### src/rtl/mul_seq_32bit.sv
// Sequential 32x32 unsigned shift-and-add multiplier.
// One shared 32-bit adder performs every partial-product accumulation.
// The operation takes 32 iterations and yields a 64-bit product.
// The adder carry-out is shifted into P[63], so no product bit is lost.

// Plain ripple-style 32-bit adder with carry in/out.
module add_32bit (
  input  logic [31:0] x_i,
  input  logic [31:0] y_i,
  input  logic        c_in_i,
  output logic [31:0] z_o,
  output logic        c_out_o
);

  logic [32:0] sum_s;

  // 33-bit sum so the carry-out falls out as the top bit.
  always_comb begin
    sum_s = {1'b0, x_i} + {1'b0, y_i} + {32'h0, c_in_i};
  end

  assign z_o     = sum_s[31:0];
  assign c_out_o = sum_s[32];

endmodule

module mul_seq_32bit (
  input  logic        clk_i,
  input  logic        rst_n_i,
  input  logic        start_i,
  input  logic [31:0] a_i,
  input  logic [31:0] b_i,
  output logic        busy_o,
  output logic        done_o,
  output logic [63:0] p_o,
  output logic        ovf_o
);

  typedef enum logic [1:0] {
    ST_IDLE = 2'd0,
    ST_RUN  = 2'd1,
    ST_DONE = 2'd2
  } state_t;

  state_t      state_q, state_d;
  logic [31:0] mcand_q, mcand_d;
  logic [63:0] p_q, p_d;
  logic [4:0]  cnt_q, cnt_d;
  logic        ovf_q, ovf_d;
  logic        busy_q, busy_d;
  logic        done_q, done_d;

  logic [31:0] add_y_s;
  logic [31:0] add_z_s;
  logic        add_cout_s;

  // Partial-product select: add the multiplicand only when the current multiplier bit is set.
  always_comb begin
    if (p_q[0]) begin
      add_y_s = mcand_q;
    end else begin
      add_y_s = 32'h0;
    end
  end

  add_32bit u_add (
    .x_i     (p_q[63:32]),
    .y_i     (add_y_s),
    .c_in_i  (1'b0),
    .z_o     (add_z_s),
    .c_out_o (add_cout_s)
  );

  // Next-state and datapath update.
  // START is honoured only in IDLE/DONE; during RUN it is ignored.
  always_comb begin
    state_d = state_q;
    mcand_d = mcand_q;
    p_d     = p_q;
    cnt_d   = cnt_q;
    ovf_d   = ovf_q;
    case (state_q)
      ST_IDLE, ST_DONE: begin
        if (start_i) begin
          mcand_d = a_i;
          p_d     = {32'h0, b_i};
          cnt_d   = 5'd0;
          ovf_d   = 1'b0;
          state_d = ST_RUN;
        end else begin
          state_d = state_q;
        end
      end
      ST_RUN: begin
        // Carry-out lands in P[63], so the upper half after the shift is {C_OUT, Z[31:1]}.
        p_d   = {add_cout_s, add_z_s, p_q[31:1]};
        cnt_d = cnt_q + 5'd1;
        if (cnt_q == 5'd31) begin
          state_d = ST_DONE;
          ovf_d   = |{add_cout_s, add_z_s[31:1]};
        end else begin
          state_d = ST_RUN;
        end
      end
      default: begin
        state_d = ST_IDLE;
      end
    endcase
  end

  // Status flags are decoded from the next state so BUSY/DONE come straight from flops.
  always_comb begin
    busy_d = 1'b0;
    done_d = 1'b0;
    case (state_d)
      ST_RUN:  busy_d = 1'b1;
      ST_DONE: done_d = 1'b1;
      default: begin
        busy_d = 1'b0;
        done_d = 1'b0;
      end
    endcase
  end

  // State and datapath registers with synchronous active-low reset.
  always_ff @(posedge clk_i) begin
    if (!rst_n_i) begin
      state_q <= ST_IDLE;
      mcand_q <= 32'h0;
      p_q     <= 64'h0;
      cnt_q   <= 5'd0;
      ovf_q   <= 1'b0;
      busy_q  <= 1'b0;
      done_q  <= 1'b0;
    end else begin
      state_q <= state_d;
      mcand_q <= mcand_d;
      p_q     <= p_d;
      cnt_q   <= cnt_d;
      ovf_q   <= ovf_d;
      busy_q  <= busy_d;
      done_q  <= done_d;
    end
  end

  assign busy_o = busy_q;
  assign done_o = done_q;
  assign p_o    = p_q;
  assign ovf_o  = ovf_q;

endmodule
### config.mk
export PLATFORM = sky130hd
export DESIGN_NAME = mul_seq_32bit
export DESIGN_NICKNAME = d
export VERILOG_FILES = /design/src/rtl/mul_seq_32bit.sv
export SDC_FILE = /design/constraint.sdc
export NUM_CORES = 1
export LEC_CHECK = 0
export BUFFER_PORTS_ARGS = -buffer_cell sky130_fd_sc_hd__clkbuf_2
export CORE_UTILIZATION = 45
export DETAILED_ROUTE_END_ITERATION = 8
export PLACE_DENSITY = 0.73
export SYNTH_ARGS = -nofsm -noshare
export SYNTH_HDL_FRONTEND = slang
export SYNTH_SLANG_ARGS = --single-unit
### constraint.sdc
create_clock -name clk_i -period 5.95 [get_ports clk_i]
set_clock_uncertainty 0.05 [all_clocks]
set_input_delay 0.595 -clock clk_i [delete_from_list [all_inputs] [get_ports clk_i]]
set_output_delay 0.595 -clock clk_i [all_outputs]
set_load 0.05 [all_outputs]
======== After elaboration in Yosys (flattened, before gate mapping) ========
Index checks and enable logic that the tools add are counted.
storage, ports and cells
  bits in registers ....................... 106
  word-level logic and storage cells ...... 36
cells by class
  mux-type cells .......................... 13
  equality and inequality tests ........... 7
  reductions and logical operators ........ 7
  add/subtract/negate cells ............... 2
operator list
  kind                   count
  $pmux W64 S2           1
  $mux W64               1
  $add A32 B32 Y33       1
  $mux W32               1
  $reduce_or A32 Y1      1
  $pmux W5 S2            1
  $add A5 B1 Y5 const B  1
  $eq A5 B5 Y1 const B   1
  $mux W5                1
  $eq A2 B1 Y1 const B   2
  $eq A2 B2 Y1 const B   2
  $mux W1                4
  $mux W2                2
  $ne A2 B2 Y1 const B   2
  $pmux W2 S2            1
  $reduce_and A2 Y1      2
  $reduce_and A3 Y1      1
  $logic_not A2 Y1       1
  $pmux W1 S2            1
  $reduce_bool A2 Y1     1
  $reduce_or A2 Y1       1

======== Logic depth before layout (Yosys ltp) ========
Gate-level depths: netlist (run 1).
  word-level depth ........................ 5
  mapped depth ............................ 14
  depth with buffers taken out ............ 14

======== By module ========
A second synthesis (run 1) with hierarchy kept.
unflattened totals
  cells, all modules ...................... 724
  area total of the unflattened synthesis .. 5923.2 µm²
by module, submodules not included
  module         seq. area each (µm²)  area each (µm²)  cells each  times used
  mul_seq_32bit  2122.0                4172.8           480         1
  add_32bit      0.0                   1750.4           244         1

======== Least setup slack after synthesis (run 1) ========
No wires, ideal clock.
  path kind ............................... register to register
  from .................................... reg p_q[0] (netlist: p_o[0])
  to ...................................... reg ovf_q (netlist: ovf_o)
  arrival time ............................ 3.346 ns
  path buffers ............................ 2
  data required time ...................... 5.776 ns
  cell stages (with the launch flop) ...... 15
  period minus slack after synthesis ...... 3.520 ns
  path slack .............................. 2.430 ns
  path through ............................ dfxtp_1 clkbuf_1 and2_1 ha_1 buf_6 and3_4 a221o_1 a22oi_2 o21ai_2 or2_4 a21o_1 xor2_1 or3_1 nor4_1 nor3b_1
between the ends
  longest elaborated chain between the ends .. 5
RTL lines
  item                      line  RTL
  start: declaration        47    logic [63:0] p_q, p_d;
  start signal: assignment  138   p_q <= p_d;
  $mux W32                  59    if (p_q[0]) begin
  $add A32 B32 Y33          19    sum_s = {1'b0, x_i} + {1'b0, y_i} + {32'h0, c_in_i};
  $reduce_or A32 Y1         100   ovf_d = |{add_cout_s, add_z_s[31:1]};
  $mux W1                   98    if (cnt_q == 5'd31) begin
  $pmux W1 S2               82    case (state_q)
  end signal: assignment    140   ovf_q <= ovf_d;
  end: declaration          49    logic ovf_q, ovf_d;
Every way passes these cells. The select of a mux whose other input is x is not followed.
A chain may end at the register's enable or synchronous reset.

======== Final worst setup path (run 1) ========
Same ends and word-level chain as after synthesis.

==> impl_metrics.ini, run 1 <==
[global_route]
grt_pass1_vias = 5274
use_met3_pct = 5.41
grt_busiest_layer = met2
grt_pass1_wl_um = 24900
groute.layer.met1.usage_pct = 27.6
grt_antenna_before_repair = 0
gr-total-overflow = 0
globalRouteMet2Util_pct = 35.3
pin_count_of_the_biggest_net_entering_global_routing = 107
grtUsageTotal_pct = 21.5

[critical_path]
regToRegEndpoint = ovf_o
critPathMaxFanout = 34
worstReg2RegStart = p_o[0]
peak_per_stage_delay_on_the_critical_path_ps = 930
reg2reg_depth = 13
cp_slowest_cell = sky130_fd_sc_hd__dfxtp_1
arrival_ps = 4150
reg2reg_slack_ps = 1990
crit_type = reg2reg
worstSetupStartpoint = p_o[0]
setup.worst_path.start_class = flop
timing.critical_path.cells = nand2_1, inv_1, ha_1, a211oi_1, o211ai_1, a21oi_2, o21a_2, o21ai_1, a311o_2, xor2_1, or3_1, nor4_1, nor3b_1
endpoint_kind = flop
worst-endpoint-required_ps = 6140
crit_end = ovf_o

[route]
avgRoutedWirePerCell_um = 14.5
drc_errors = 0
drt_iter0_drc = 336
drt_pass1_iterations = 5
antenna_violating_nets_post_route = 0
drt-vias-per-instance = 5.54
vias = 5647
postRouteWirelength_um = 14800

[layout]
multi_input_area_um2 = 3770
number_of_antenna_diodes = 0
stdcell_count = 1020
final_nets = 942
filler_cell_count = 1331
layout.area.seq_um2 = 2120
area_growth_pct = 16.9
finalInstanceArea_um2 = 7140
drive_gt1_share_pct = 20.0

[cts]
clockRootBuffer = sky130_fd_sc_hd__clkbuf_16
clk-insertion-delay-late_ps = 350
h-tree-depth = 3
cts_buffers = 9
cts-root-to-sink-buffers = 2
numClockSinks = 106
post-cts-setup-buffer-count = 0
cts_hold_buf = 0
tritoncts = yes
post_cts_resized = 0
clk_transition_reported_paths_ps = 70

[placed_design]
finalWeightedCongestion = 0.907
place.port_buffers = 133
place_area_um2 = 6850
dpl.hpwl_um = 10800
placed_cells_incl_taps = 1005

[sta]
rsz0062_at_grt = false
slew_at_the_pin_closest_to_its_max_slew_limit_ps = 933
finalCritPeriodShare_pct = 66.5
final.setup.tns_ps = 0
fmaxAchievable_mhz = 253
final_hold_vios = 0
hold-worst-slack_ps = 412
period_minus_slack_ps = 3960
drv_slew = 0
finalSetupViolations = 0
max-slew-margin-rel_pct = 37.7

[logic_synthesis]
synth_fp_nets = 837
netlist-cell-type-count = 62
async_flop_share_pct = 0
synth_cells = 735
syn-cell-area_um2 = 6110
postSynth.topFlopCell = sky130_fd_sc_hd__dfxtp_1
synth.avg_cell_area_um2 = 8.32
synth_area_leader_cell = sky130_fd_sc_hd__dfxtp_1
synth_edf_count = 0
synth_largest_type_area_fraction_pct = 34.7
synth.most_common_cell = sky130_fd_sc_hd__nand2_1
ys_seq_elements = 106
synthTopCellsByArea = sky130_fd_sc_hd__dfxtp_1 35%, sky130_fd_sc_hd__a21boi_0 8.1%, sky130_fd_sc_hd__nand2_1 7.9%
ys_seq_area_share_pct = 34.7
synth_commonest_cells = 128 x sky130_fd_sc_hd__nand2_1, 106 x sky130_fd_sc_hd__dfxtp_1, 66 x sky130_fd_sc_hd__a21boi_0
yosysWarnings = 0

[job]
drv.max_cap_violation_count = 0

[floorplan]
floorplan_die_area_um2 = 14100
io_pins = 134
effective_utilization_at_floorplan_pct = 46.2
rows = 42
die_height_um = 119
die_x_um = 119
core-area_um2 = 13200

[outcome]
run_status = completed

[power_and_ir_drop]
p_leak_nw = 3.07
power.density_nw_per_um2 = 222
ir_drop_worst_case_vdd_mv = 0.194

[min_path]
whs_path_depth = 2
timing.hold.worst.class = reg2reg
[where the power goes]
| part | switching, mW | internal (mW) | total, mW |
|---|---|---|---|
| logic | 0.159 | 0.0731 | 0.232 |
| clock network | 0.262 | 0.327 | 0.589 |
| registers | 0.0249 | 0.741 | 0.766 |
[logic make-up after synthesis]
kind of cell,Yosys count,synth area share [%]
adder cells (fa/ha/maj),35,7.29
XOR/XNOR,27,3.87
AO/OA/AOI/OAI,244,28.5
multiplexers,1,0.164
buffers and inverters,54,4.01
flip-flops,106,34.7
AND/OR/NAND/NOR,268,21.4
[cell usage in the layout (no fill, tap or decap), types with 3 or more instances in the layout]
master,netlist,final
sky130_fd_sc_hd__nor2_1,23,22
sky130_fd_sc_hd__nand2_1,128,128
sky130_fd_sc_hd__o21ai_1,4,4
sky130_fd_sc_hd__buf_4,0,5
sky130_fd_sc_hd__a21oi_1,26,26
sky130_fd_sc_hd__nor3b_1,4,4
sky130_fd_sc_hd__nor2b_1,37,35
sky130_fd_sc_hd__clkbuf_2,0,133
sky130_fd_sc_hd__o21a_1,3,3
sky130_fd_sc_hd__o21ai_0,22,22
sky130_fd_sc_hd__a221oi_1,3,3
sky130_fd_sc_hd__xor2_1,11,11
sky130_fd_sc_hd__nor3_1,6,6
sky130_fd_sc_hd__nand4_1,8,8
sky130_fd_sc_hd__o21ai_2,3,3
sky130_fd_sc_hd__and3_1,4,4
sky130_fd_sc_hd__and2_1,38,38
sky130_fd_sc_hd__nand2b_1,4,4
sky130_fd_sc_hd__clkbuf_16,0,9
sky130_fd_sc_hd__o211ai_1,5,5
sky130_fd_sc_hd__a22oi_1,62,62
sky130_fd_sc_hd__a21boi_0,66,66
sky130_fd_sc_hd__a21o_1,11,11
sky130_fd_sc_hd__nand3_1,3,3
sky130_fd_sc_hd__o21bai_1,7,7
sky130_fd_sc_hd__inv_1,10,10
sky130_fd_sc_hd__dfxtp_1,106,106
sky130_fd_sc_hd__ha_1,34,34
sky130_fd_sc_hd__or3_1,3,3
sky130_fd_sc_hd__xnor2_1,16,16
sky130_fd_sc_hd__a211oi_1,7,7
[sequential cells by signal (all words and copies together), names as in the netlist]
| name | count |
|---|---|
| p_o | 64 |
| state_q | 2 |
| cnt_q | 5 |
| busy_o | 1 |
| ovf_o | 1 |
| done_o | 1 |
| mcand_q | 32 |
[worst max-delay path, delay by kind of cell (launching register included)]
family	cells	cell delay, ps
and+or+nand+nor	4	880
AOI/OAI and AO/OA	6	1450
buffers and inverters	1	110
xor gates and xnor gates	1	160
DFF	1	930
adders and majority gates	1	240
[final cells by class]
cell class,instances,share of cell area [%]
clock inverter,5,0.893
tap,176,3.08
timing repair buffer,138,9.84
clock buffer,10,3.21
multi-input combinational,575,52.7
inverter,10,0.525
sequential,106,29.7
[metal layers]
| metal | vias up | share of wire [%] |
|---|---|---|
| li1 | 2831 | - |
| met5 | - | 0 |
| met2 | 151 | 47 |
| met3 | 18 | 6.2 |
| met1 | 2647 | 45 |
| met4 | 0 | 1.7 |
[worst min path at each step]
stage / startpoint / end / slack [ps]
floorplan: mcand_q[10] / mcand_q[10] / 390
global placement: mcand_q[31] / mcand_q[31] / 400
detailed placement: mcand_q[17] / mcand_q[17] / 410
CTS: a_i[1] / mcand_q[1] / 410
global route: a_i[25] / mcand_q[25] / 430
finish: mcand_q[17] / mcand_q[17] / 410
[through the flow]
step,utilization (%),total power [mW],setup WS (ps)
after detailed placement,51.7,1.02,1980
after floorplan,-,0.945,2430
after global placement,51.7,1.01,2120
after global routing,53.9,1.65,1520
after CTS,53.9,1.60,1960
final,53.9,1.59,1990
(Power assumes the default switching activity.)
==> run 2: changes to the inputs <==
--- a/config.mk
+++ b/config.mk
@@ -8,7 +8,7 @@
 export BUFFER_PORTS_ARGS = -buffer_cell sky130_fd_sc_hd__clkbuf_2
 export CORE_UTILIZATION = 45
 export DETAILED_ROUTE_END_ITERATION = 8
-export PLACE_DENSITY = 0.73
+export PLACE_DENSITY = 0.76
 export SYNTH_ARGS = -nofsm -noshare
 export SYNTH_HDL_FRONTEND = slang
 export SYNTH_SLANG_ARGS = --single-unit
==> constraint.sdc (replaced) <==
create_clock -name clk_i -period 3.2 [get_ports clk_i]
set_clock_uncertainty 0.05 [all_clocks]
set_input_delay 0.32 -clock clk_i [delete_from_list [all_inputs] [get_ports clk_i]]
set_output_delay 0.32 -clock clk_i [all_outputs]
set_load 0.05 [all_outputs]
==> run 2 against run 1 <==
Effect of this change: the flow now finishes with violations (setup timing); final cell count increased by 4.7%; first-iteration DRC count decreased by 11%; non-clock buffer count increased by 47; cell area increased by 9.7%; flip-flop and latch count unchanged; worst hold slack got worse by 270 ps; clock-buffer cell count increased by 1; total power increased by 89%; routed wire length increased by 15%; clock power increased by 85%; critical path type unchanged; largest cell class unchanged; highest routed layer unchanged.
==> impl_metrics.ini, run 2 (synthesis gave the netlist of run 1 again) <==
[cts]
clk-insertion-delay-late_ps = 360
clockRootBuffer = sky130_fd_sc_hd__clkbuf_16
cts_buffers = 9
clk_transition_reported_paths_ps = 80
tritoncts = yes
h-tree-depth = 3
cts-root-to-sink-buffers = 2
cts_hold_buf = 0
numClockSinks = 106

[placed_design]
placed_cells_incl_taps = 1045
place.port_buffers = 133
finalWeightedCongestion = 0.896
dpl.hpwl_um = 11900

[route]
drt_iter0_drc = 298
drc_errors = 0
drt_pass1_iterations = 5
avgRoutedWirePerCell_um = 16.0
vias = 5927
drt-vias-per-instance = 5.55
antenna_violating_nets_post_route = 0
postRouteWirelength_um = 17100

[power_and_ir_drop]
report.power.total_mw = 3.00
p_leak_nw = 3.33
power.density_nw_per_um2 = 382
ir_drop_worst_case_vdd_mv = 0.253

[layout]
stdcell_count = 1068
final_nets = 989
area_growth_pct = 28.2
filler_cell_count = 1207
final_cell_mix = 133 x sky130_fd_sc_hd__clkbuf_2, 127 x sky130_fd_sc_hd__nand2_1, 105 x sky130_fd_sc_hd__dfxtp_1, 66 x sky130_fd_sc_hd__a21boi_0, 62 x sky130_fd_sc_hd__a22oi_1
largest_register_ff_count = 64
number_of_antenna_diodes = 0
drive_gt1_share_pct = 29.6
mostFrequentLayoutCell = sky130_fd_sc_hd__clkbuf_2

[sta]
drv_slew = 0
period_minus_slack_ps = 3280
finalCritPeriodShare_pct = 102
final_hold_vios = 0
setup_slack_ps = -75.5
rsz0062_at_grt = true
fmaxAchievable_mhz = 305
max-slew-margin-rel_pct = 50.1
finalSetupViolations = 1
slew_at_the_pin_closest_to_its_max_slew_limit_ps = 748

[global_route]
gr-total-overflow = 0
grt_pass1_vias = 5780
groute.layer.met1.usage_pct = 31.5
globalRouteMet2Util_pct = 40.9
grtUsageTotal_pct = 24.8
grt_pass1_wl_um = 28100
use_met3_pct = 5.02
grt_antenna_before_repair = 0
pin_count_of_the_biggest_net_entering_global_routing = 67
grt_busiest_layer = met2

[floorplan]
core-area_um2 = 13200
rows = 42
io_pins = 134
die_x_um = 119
effective_utilization_at_floorplan_pct = 46.2
floorplan_die_area_um2 = 14100
die_height_um = 119

[critical_path]
worstReg2RegStart = p_o[0]
regToRegEndpoint = ovf_o
worst-endpoint-required_ps = 3400
reg2reg_slack_ps = -80
reg2reg_depth = 14
crit_type = reg2reg
cp_slowest_cell = sky130_fd_sc_hd__dfxtp_4
setup.worst_path.start_class = flop
critPathMaxFanout = 8
peak_per_stage_delay_on_the_critical_path_ps = 440
cpMostUsedCell = sky130_fd_sc_hd__nor3b_1
worstSetupStartpoint = p_o[0]
arrival_ps = 3470
endpoint_kind = flop
timing.critical_path.cells = buf_6, and2_1, ha_4, and3_4, a221o_1, a21boi_2, buf_4, o211ai_1, o21bai_1, xor2_1, nor3b_1, nand4_1, nor4_4, nor3b_1

[job]
drv.max_cap_violation_count = 0

[min_path]
timing.hold.worst.class = in2reg
hold-path-endpoint = mcand_q[17]
hold_start = a_i[17]
whs_path_depth = 3

[outcome]
run_status = finished with violations
failing_checks = setup timing
[run 2: what timing repair did]
item / CTS / global route
setup endpoints to repair: 1 / 2
gates cloned: 1 / 0
resized for setup: 46 / 16
pin swaps: 23 / 10
buffers inserted: 6 / 0
[run 2: critical path: cells and delay by family, from the launching register on]
family	cells	cell delay (ps)
buf+inv	2	300
fa+ha+maj	1	230
xor+xnor	1	220
simple gates	6	1020
flops	1	440
compound gates	4	910
[run 2: cell type report]
class / count / area (µm²) / share of cell area, %
flip-flops and latches: 106 / 2130 / 27.1
clock buffers: 11 / 243 / 3.10
well taps: 176 / 220 / 2.81
inverters: 10 / 37.5 / 0.479
repair buffers: 185 / 1100 / 14.1
clock inverters: 5 / 46.3 / 0.591
multi-input cells: 575 / 4060 / 51.8
[run 2: power breakdown]
group	switching (mW)	total (mW)	internal [mW]
Sequential	0.0437	1.42	1.38
Combinational	0.318	0.481	0.163
Clock	0.529	1.09	0.564
Total	0.891	3.00	2.11
[run 2: through the flow]
step	cell area [µm²]	setup slack, ps	utilization, %	setup TNS, ps	hold slack, ps
CTS	7780	-46.1	58.8	-46.1	138
global route	7840	-180	59.2	-180	147
floorplan	6130	10.2	-	0	389
detailed placement	7150	-190	54.0	-190	405
global placement	7150	-131	54.0	-131	398
finish	7840	-75.5	59.2	-75.5	143
[run 2: worst max-delay path by stage]
| stage | end | slack (ps) | cells after the start |
|---|---|---|---|
| floorplan | ovf_o | 10 | 14 |
| global placement | ovf_o | -130 | 12 |
| detailed placement | ovf_o | -190 | 14 |
| CTS | ovf_o | -50 | 13 |
| global route | ovf_o | -180 | 13 |
| finish | ovf_o | -80 | 14 |
[run 2: layer usage]
metal / share of wire [%] / wire length (µm)
met5: 0 / 0
met4: 2.7 / 465
met3: 6.0 / 1030
met2: 47 / 7960
met1: 45 / 7620
==> run 3: changes to the inputs <==
--- a/config.mk
+++ b/config.mk
@@ -5,10 +5,12 @@
 export SDC_FILE = /design/constraint.sdc
 export NUM_CORES = 1
 export LEC_CHECK = 0
+export ABC_AREA = 1
 export BUFFER_PORTS_ARGS = -buffer_cell sky130_fd_sc_hd__clkbuf_2
 export CORE_UTILIZATION = 45
 export DETAILED_ROUTE_END_ITERATION = 8
-export PLACE_DENSITY = 0.76
+export PLACE_DENSITY = 0.75
+export SKIP_LAST_GASP = 1
 export SYNTH_ARGS = -nofsm -noshare
 export SYNTH_HDL_FRONTEND = slang
 export SYNTH_SLANG_ARGS = --single-unit
==> run 3 against run 2 <==
Effect of this change: the flow now finishes without violations; critical path depth rose by 6; global-route usage rose by 2.1 points; highest routed layer unchanged; final cell count rose by 32%; synthesized area rose by 9.7%; critical endpoint unchanged; sequential power barely moved; cell area rose by 0.19%; via count rose by 22%; largest cell class unchanged.
==> impl_metrics.ini, run 3 <==
[logic_synthesis]
synth_area_leader_cell = sky130_fd_sc_hd__dfxtp_1
syn-cell-area_um2 = 6700
netlist-cell-type-count = 35
synth_fp_nets = 1212
synth.most_common_cell = sky130_fd_sc_hd__nand2_1
synth_commonest_cells = 416 x sky130_fd_sc_hd__nand2_1, 143 x sky130_fd_sc_hd__inv_1, 125 x sky130_fd_sc_hd__nor2_1
postSynth.topFlopCell = sky130_fd_sc_hd__dfxtp_1
synth_cells = 1110
synth_largest_type_area_fraction_pct = 31.7
ys_seq_area_share_pct = 31.7
synth_edf_count = 0
ys_seq_elements = 106
async_flop_share_pct = 0
synth.avg_cell_area_um2 = 6.04
synthTopCellsByArea = sky130_fd_sc_hd__dfxtp_1 32%, sky130_fd_sc_hd__nand2_1 23%, sky130_fd_sc_hd__inv_1 8.0%
yosysWarnings = 0

[critical_path]
peak_per_stage_delay_on_the_critical_path_ps = 390
timing.critical_path.cells = buf_4, nand2_1, inv_1, ha_1, inv_1, fa_1, inv_1, nand3_1, nand2_1, nand3_1, nand3_1, nand2_1, nand2_1, nand2_1, nor2_1, nand3_1, nor2_1, nand3_1, nand2_1, inv_1
reg2reg_depth = 20
reg2reg_slack_ps = 500
path_buf_inv = 5
cp_slowest_cell = sky130_fd_sc_hd__fa_1
crit_type = reg2reg
worst-endpoint-required_ps = 3410
cpMostUsedCell = sky130_fd_sc_hd__nand2_1
critPathMaxFanout = 16
critical-path-top-delay-family = simple AND/OR/NAND/NOR gates
endpoint_kind = flop
regToRegEndpoint = ovf_o
worstReg2RegStart = p_o[0]
setup.worst_path.start_class = flop
arrival_ps = 2920

[cts]
cts_buffers = 9
numClockSinks = 106
post-cts-setup-buffer-count = 0
h-tree-depth = 3
clockRootBuffer = sky130_fd_sc_hd__clkbuf_16
post_cts_resized = 0
clk_transition_reported_paths_ps = 70
tritoncts = yes
clk-insertion-delay-late_ps = 360
cts-root-to-sink-buffers = 2
cts_hold_buf = 0

[sta]
period_minus_slack_ps = 2700
finalCritPeriodShare_pct = 84.5
slew_at_the_pin_closest_to_its_max_slew_limit_ps = 722
finalSetupViolations = 0
rsz0062_at_grt = false
hold-worst-slack_ps = 130
final.setup.tns_ps = 0
drv_slew = 0
fmaxAchievable_mhz = 370
final_hold_vios = 0
max-slew-margin-rel_pct = 51.8

[outcome]
run_status = completed

[placed_design]
place.port_buffers = 133
dpl.hpwl_um = 15400
finalWeightedCongestion = 0.994
place_area_um2 = 7550

[power_and_ir_drop]
power.density_nw_per_um2 = 389
ir_drop_worst_case_vdd_mv = 0.270
p_leak_nw = 4.12

[min_path]
hold_start = a_i[15]
hold-path-endpoint = mcand_q[15]
whs_path_depth = 3
timing.hold.worst.class = in2reg

[global_route]
grtUsageTotal_pct = 26.9
pin_count_of_the_biggest_net_entering_global_routing = 67
grt_pass1_wl_um = 31800
grt_pass1_vias = 6550
grt_antenna_before_repair = 0
gr-total-overflow = 0

[floorplan]
floorplan_die_area_um2 = 15400
rows = 44
core-area_um2 = 14500
io_pins = 134
die_x_um = 124
effective_utilization_at_floorplan_pct = 46.1
die_height_um = 124

[layout]
area_growth_pct = 17.1
finalInstanceArea_um2 = 7850
mostFrequentLayoutCell = sky130_fd_sc_hd__nand2_1
number_of_antenna_diodes = 0
utilization_pct = 54.0
final_cell_mix = 416 x sky130_fd_sc_hd__nand2_1, 142 x sky130_fd_sc_hd__inv_1, 133 x sky130_fd_sc_hd__clkbuf_2, 123 x sky130_fd_sc_hd__nor2_1, 106 x sky130_fd_sc_hd__dfxtp_1
final_nets = 1327
drive_gt1_share_pct = 15.6
largest_register_ff_count = 64

[route]
drt_iter0_drc = 463
postRouteWirelength_um = 19800
vias = 7210
drc_errors = 0
drt-vias-per-instance = 5.10
avgRoutedWirePerCell_um = 14.0
antenna_violating_nets_post_route = 0
drt_pass1_iterations = 5

[job]
drv.max_cap_violation_count = 0
[run 3: cell types whose count changed after synthesis, moves of 37 or more]
cell and delta:
sky130_fd_sc_hd__inv_1 +133, sky130_fd_sc_hd__a21boi_0 -66, sky130_fd_sc_hd__nor2b_1 -37, sky130_fd_sc_hd__nor2_1 +102
sky130_fd_sc_hd__a22oi_1 -62, sky130_fd_sc_hd__nand3_1 +42, sky130_fd_sc_hd__nand2_1 +288
[run 3: worst register-to-register path, delay by kind of cell, from the launching register on]
family,cells,cell delay (ps)
simple gates,13,1240
buf+inv,5,450
flops,1,330
fa+ha+maj,2,540
[run 3: final cells by class]
class | count | area [µm²]
clock buffers | 11 | 253
clock inverters | 5 | 46.3
fillers | 1552 | 6680
inverters | 148 | 556
multi-input cells | 817 | 3890
flip-flops and latches | 106 | 2120
well taps | 184 | 230
repair buffers | 143 | 753
[run 3: worst max path at each step]
| stage | startpoint | end | slack [ps] | depth (start not counted) |
|---|---|---|---|---|
| floorplan | p_o[0] | ovf_o | 410 | 20 |
| global placement | p_o[0] | ovf_o | 580 | 20 |
| detailed placement | p_o[0] | ovf_o | 520 | 20 |
| CTS | p_o[0] | ovf_o | 520 | 20 |
| global route | p_o[0] | ovf_o | 140 | 20 |
| finish | p_o[0] | ovf_o | 500 | 20 |
[run 3: kinds of logic (layout without fill, tap and decap cells)]
group,after synthesis,count (layout),share of synthesized area [%]
AOI/OAI and AO/OA,144,144,12.0
xor gates and xnor gates,2,2,0.261
adders and majority gates,35,35,6.64
buffers and inverters,187,307,10.5
DFF,106,106,31.7
and+or+nand+nor,636,636,38.9
[run 3: through the flow]
step                setup WS (ps)  power [mW]  cells
finish                        496        3.06   1414
detailed placement            523        1.96   1398
global route                  137        3.18   1414
global placement              577        1.96   1398
floorplan                     406        1.80   1110
CTS                           516        3.07   1414
[run 3: routing by layer]
layer	wire length [µm]	up-vias	track usage, %
met5	0	-	0
met4	379	0	9.60
met3	1400	24	5.04
met2	9040	211	42.7
met1	9000	3254	36.0
li1	-	3721	-
[run 3: power by group]
group / total (mW) / switching [mW] / internal (mW)
Clock: 1.12 / 0.539 / 0.584
Sequential: 1.44 / 0.0487 / 1.39
Combinational: 0.496 / 0.355 / 0.141
Total: 3.06 / 0.942 / 2.11
